File: src/rtl/axi4s_uart_rx.sv
// UART receiver: 8N1 serial in, one-byte AXI4-Stream master out, with registered error pulses.
// Define AXI4S_UART_RX_PARITY_EN to receive 8E1 frames and get the rx_parity_err output.
module axi4s_uart_rx #(
    parameter int ACLK_FREQUENCY = 200000000,
    parameter int BAUD_RATE      = 9600
) (
    input  logic       aclk,
    input  logic       areset,
    input  logic       uart_rxd,
    output logic       rx_byte_tvalid,
    input  logic       rx_byte_tready,
    output logic [7:0] rx_byte_tdata,
    output logic       rx_frame_err,
    output logic       rx_overrun
`ifdef AXI4S_UART_RX_PARITY_EN
    ,
    output logic       rx_parity_err
`endif
);

    localparam int BIT_CNT  = (ACLK_FREQUENCY + BAUD_RATE / 2) / BAUD_RATE;
    localparam int HALF_CNT = BIT_CNT / 2;
    localparam int CNT_W    = $clog2(BIT_CNT);

    generate
        if (BIT_CNT < 4) begin : g_bad_cfg
            $error("axi4s_uart_rx: BIT_CNT must be >= 4");
        end
    endgenerate

`ifdef AXI4S_UART_RX_PARITY_EN
    typedef enum logic [2:0] {IDLE, START, DATA, PARITY, STOP, BREAK} state_t;
`else
    typedef enum logic [2:0] {IDLE, START, DATA, STOP, BREAK} state_t;
`endif

    state_t             state, state_nx;
    logic               rxd_m, rxd_s;
    logic [CNT_W-1:0]   cnt, cnt_nx;
    logic [2:0]         bit_idx, bit_idx_nx;
    logic [7:0]         shreg, shreg_nx;
    logic               expiry;
    logic               commit;
    logic               frame_bad;
`ifdef AXI4S_UART_RX_PARITY_EN
    logic               par_bit, par_bit_nx;
    logic               par_bad;
`endif

    assign expiry = (cnt == '0);

    always_ff @(posedge aclk) begin
        if (areset) begin
            rxd_m   <= 1'b1;
            rxd_s   <= 1'b1;
            state   <= IDLE;
            cnt     <= '0;
            bit_idx <= '0;
            shreg   <= '0;
`ifdef AXI4S_UART_RX_PARITY_EN
            par_bit <= 1'b0;
`endif
        end else begin
            rxd_m   <= uart_rxd;
            rxd_s   <= rxd_m;
            state   <= state_nx;
            cnt     <= cnt_nx;
            bit_idx <= bit_idx_nx;
            shreg   <= shreg_nx;
`ifdef AXI4S_UART_RX_PARITY_EN
            par_bit <= par_bit_nx;
`endif
        end
    end

    always_comb begin
        state_nx   = state;
        cnt_nx     = cnt;
        bit_idx_nx = bit_idx;
        shreg_nx   = shreg;
        commit     = 1'b0;
        frame_bad  = 1'b0;
`ifdef AXI4S_UART_RX_PARITY_EN
        par_bit_nx = par_bit;
        par_bad    = 1'b0;
`endif
        if (state != IDLE && state != BREAK)
            cnt_nx = cnt - CNT_W'(1);

        case (state)
            IDLE: begin
                if (!rxd_s) begin
                    cnt_nx   = CNT_W'(HALF_CNT - 1);
                    state_nx = START;
                end
            end
            START: begin
                if (expiry) begin
                    if (rxd_s) begin
                        state_nx = IDLE;
                    end else begin
                        cnt_nx     = CNT_W'(BIT_CNT - 1);
                        bit_idx_nx = '0;
                        state_nx   = DATA;
                    end
                end
            end
            DATA: begin
                if (expiry) begin
                    shreg_nx   = {rxd_s, shreg[7:1]};
                    cnt_nx     = CNT_W'(BIT_CNT - 1);
                    bit_idx_nx = bit_idx + 3'd1;
                    if (bit_idx == 3'd7) begin
`ifdef AXI4S_UART_RX_PARITY_EN
                        state_nx = PARITY;
`else
                        state_nx = STOP;
`endif
                    end
                end
            end
`ifdef AXI4S_UART_RX_PARITY_EN
            PARITY: begin
                if (expiry) begin
                    par_bit_nx = rxd_s;
                    cnt_nx     = CNT_W'(BIT_CNT - 1);
                    state_nx   = STOP;
                end
            end
`endif
            STOP: begin
                if (expiry) begin
                    if (rxd_s) begin
                        state_nx = IDLE;
`ifdef AXI4S_UART_RX_PARITY_EN
                        // even parity: data bits plus parity bit must XOR to zero
                        if (^{shreg, par_bit})
                            par_bad = 1'b1;
                        else
                            commit = 1'b1;
`else
                        commit = 1'b1;
`endif
                    end else begin
                        frame_bad = 1'b1;
                        state_nx  = BREAK;
                    end
                end
            end
            BREAK: begin
                // hold here until the line recovers so a stuck-low line cannot fake frames
                if (rxd_s)
                    state_nx = IDLE;
            end
            default: state_nx = IDLE;
        endcase
    end

    always_ff @(posedge aclk) begin
        if (areset) begin
            rx_byte_tvalid <= 1'b0;
            rx_byte_tdata  <= 8'h00;
            rx_frame_err   <= 1'b0;
            rx_overrun     <= 1'b0;
`ifdef AXI4S_UART_RX_PARITY_EN
            rx_parity_err  <= 1'b0;
`endif
        end else begin
            rx_frame_err <= frame_bad;
            rx_overrun   <= 1'b0;
`ifdef AXI4S_UART_RX_PARITY_EN
            rx_parity_err <= par_bad;
`endif
            if (commit) begin
                // a full holding register that is not being drained keeps the old byte
                if (!rx_byte_tvalid || rx_byte_tready) begin
                    rx_byte_tdata  <= shreg;
                    rx_byte_tvalid <= 1'b1;
                end else begin
                    rx_overrun <= 1'b1;
                end
            end else if (rx_byte_tvalid && rx_byte_tready) begin
                rx_byte_tvalid <= 1'b0;
            end
        end
    end

endmodule

File: config.mk
export PLATFORM = sky130hd
export DESIGN_NAME = axi4s_uart_rx
export DESIGN_NICKNAME = d
export VERILOG_FILES = /design/src/rtl/axi4s_uart_rx.sv
export SDC_FILE = /design/constraint.sdc
export NUM_CORES = 1
export LEC_CHECK = 0
export BUFFER_PORTS_ARGS = -buffer_cell sky130_fd_sc_hd__clkbuf_2
export CORE_MARGIN = 2
export CORE_UTILIZATION = 26
export CTS_CLUSTER_SIZE = 20
export DETAILED_ROUTE_END_ITERATION = 7
export PLACE_DENSITY_LB_ADDON = 0.2
export SETUP_SLACK_MARGIN = 0.3
export SYNTH_ARGS = -nofsm -noshare
export SYNTH_HDL_FRONTEND = slang
export SYNTH_SLANG_ARGS = --single-unit
File: constraint.sdc
create_clock -name aclk -period 2.2 [get_ports aclk]
set_input_delay 0.22 -clock aclk [delete_from_list [all_inputs] [get_ports aclk]]
set_output_delay 0.22 -clock aclk [all_outputs]
set_load 0.05 [all_outputs]
==> reports/results.ini <==
[clocking]
h-tree-depth=2
holdBufCountCts=0
cts_root_buf=clkbuf_8
tritoncts=built
path_clk_slew_ps=90
clock_sinks=42
worstSkewPairLatency_ps=290
cts_buffer_depth=2
cts_buffers=5

[yosys]
synthCells=240
ys_ff_latch=42
synthDistinctLibCells=46
synth_edf_count=0
syn-num-nets=247
synthTopCellsByCount=dfxtp_1 (42), a21oi_1 (21), o21ai_0 (19), nand2_1 (16), clkbuf_1 (14)
synth_most_common_cell=dfxtp_1
syn_area_per_cell_um2=8.399
ys_top_cells_by_area=dfxtp_1 (42%), a21oi_1 (5.2%), o21ai_0 (4.7%)
yosys_warnings=0
synth_area_leader_cell=dfxtp_1
ys_seq_area_share_pct=41.71
async_flop_share_pct=0
synth_top_area_share_pct=41.71
syn-cell-area_um2=2016
synth_ff_type=dfxtp_1

[layout]
fill_cells=811
utilization_pct=32.30
seq_area_um2=844.6
drive_above_1_share_pct=25.19
nets=268
multi_input_area_um2=1127
antennaDiodeCount=0
fin_area_um2=2457
syn_to_final_growth_pct=21.91

[power_and_ir_drop]
p_clk_share_pct=36.8
p_leak_nw=0.9307
p_sw_uw=568.9
ir_drop_mv=0.2451
switching_share_pct=28.55
seq_power_share_pct=41.5
power_density_nw_per_um2=811.0
internal-power_mw=1.424
combPwrFrac_pct=21.7

[worst_setup_path]
endpoint_kind=flop
crit_type=flop to flop
required_ps=2430
r2r_cells=6
cp-endpoint=cnt[14]
startpoint_type=flop
path_cells=inv_2, ha_4, or3b_4, or3_4, or4_1, a21oi_1
reg2reg_setup_slack_ps=270
critical_path.max_stage_delay_ps=400
r2r_start=cnt[0]
rr_endpoint=cnt[14]
timing.critical_path.from=cnt[0]
crit_path_top_delay_cell=or4_1
path_max_fanout=5
cp.arrival_ps=2160

[global_route]
globalRoute.totalOverflow=0
grt_pass1_wl_um=8556
grt_max_degree=24
grt.total_usage_pct=12.65
grt_pass1_vias=1741
antenna_found_initial=0

[place]
dp_slack_ps=251.3
place_congestion=0.7470
dpl-instance-area_um2=2256
dp_hpwl_um=3581
port_buffers=14

[sta]
setup_ws_ps=274.6
slew_headroom_pct=73.71
worst_pin_slew_ps=391.3
layout_min_cycle_time_ps=1925
skew_ps=8.795
hold_ws_ps=103.3
max_freq_mhz=519.4
finalHoldViolations=0
timing.final.crit_share_pct=87.52
setup_viol=0
tns_ps=0
drv_slew=0
rsz0062_at_grt=true

[min_path]
hold_path_class=primary input to flop

[route]
routed-wl-met2_um=2253
wl_met3_um=107
routed_wl_um=4989
dr.pass1.iters=4
routed.top_layer=met4
drcViolationCount=0
drtIter0Drc=107
drt-vias-per-instance=4.931
ant_nets=0
vias=1795
post_drt_wl_per_cell_um=13.71
m1WireLength_um=2586

[floorplan]
die_area_um2=8473
die_y_um=92.05
die_w_um=92.05
initial_core_util_pct=26.50
core_region_area_um2=7607
ios=15
core.rowCount=32

[flow_run]
cap_violations=0

[status]
outcome=complete, no violations

==> state kept, by name, summed over array words and instances, names as in the netlist <==
register / count
state: 3
shreg: 8
cnt: 15
rxd_m: 1
rx_byte_tdata: 8
rx_overrun: 1
rx_byte_tvalid: 1
rxd_s: 1
bit_idx: 3
rx_frame_err: 1
==> layout make-up <==
type	instances	area share, %
Multi-Input combinational cell	175	45.88
Sequential cell	42	34.37
Timing Repair Buffer	31	8.045
Tap cell	102	5.193
Clock buffer	5	2.800
Clock inverter	3	2.800
Inverter	6	0.9165
==> what timing repair did <==
item                                    in CTS  in global routing
endpoints found under the setup margin       2                 14
resized for setup                            2                 12
pin swaps                                    0                  2
setup buffers                                2                  2
==> per-stage QoR <==
step	total power, mW	std cells
CTS	2.003	362
finish	1.993	364
floorplan	1.117	240
detailed placement	1.249	352
global placement	1.253	352
global route	2.110	364
==> worst max-delay path: cells and delay by family, from the launching register on <==
family / cells / cell delay (ps)
and+or+nand+nor: 3 / 1150
buffers and inverters: 1 / 80
DFF: 1 / 340
AOI/OAI and AO/OA: 1 / 150
adders and majority gates: 1 / 140
==> power groups by stage <==
stage / Clock (mW) / Combinational, mW / Sequential (mW)
final: 0.733 / 0.433 / 0.827
after global routing: 0.795 / 0.481 / 0.833
after CTS: 0.763 / 0.415 / 0.826
after detailed placement: 0 / 0.406 / 0.844
after global placement: 0 / 0.409 / 0.844
after floorplan: 0 / 0.286 / 0.830
==> layer usage <==
| layer | global-route usage, % | vias up |
|---|---|---|
| li1 | - | 925 |
| met1 | 17.26 | 847 |
| met2 | 20.47 | 18 |
| met3 | 2.465 | 5 |
| met4 | 3.358 | 0 |
| met5 | 0 | - |
==> logic make-up (layout without fill, tap and decap cells) <==
| kind of cell | after synthesis | after routing | synth area share (%) |
|---|---|---|---|
| multiplexers | 6 | 6 | 3.042 |
| adder cells (fa/ha/maj) | 3 | 3 | 1.862 |
| AO/OA/AOI/OAI | 64 | 64 | 19.24 |
| XOR/XNOR | 4 | 4 | 1.738 |
| buffers and inverters | 23 | 45 | 4.469 |
| AND/OR/NAND/NOR | 98 | 98 | 27.93 |
| flip-flops | 42 | 42 | 41.71 |
==> cell usage in the layout, fill, tap and decap left out, drive strengths merged, types with 2 or more instances in the layout <==
master / n
dfxtp: 42
a21oi: 21
o21ai: 19
clkbuf: 19
buf: 17
nand2: 16
nor2: 11
nand3: 11
or3: 9
nor4: 7
nand4: 7
nand2b: 7
or2: 7
nor3: 6
inv: 6
a31oi: 5
mux2i: 5
or4: 4
o31ai: 4
a31o: 3
a22o: 3
nor4b: 3
ha: 3
xnor2: 2
xor2: 2
and2: 2
nand3b: 2
bufinv: 2
and3: 2
==> worst min path at each step <==
| stage | start | endpoint | slack, ps | cells after the start |
|---|---|---|---|---|
| after floorplan | uart_rxd | rxd_m | 320 | 1 |
| after global placement | rxd_m | rxd_s | 390 | 1 |
| after detailed placement | rxd_m | rxd_s | 400 | 1 |
| after CTS | uart_rxd | rxd_m | 90 | 2 |
| after global routing | uart_rxd | rxd_m | 100 | 2 |
| final | uart_rxd | rxd_m | 100 | 2 |
Power figures use the tool's default switching activity.
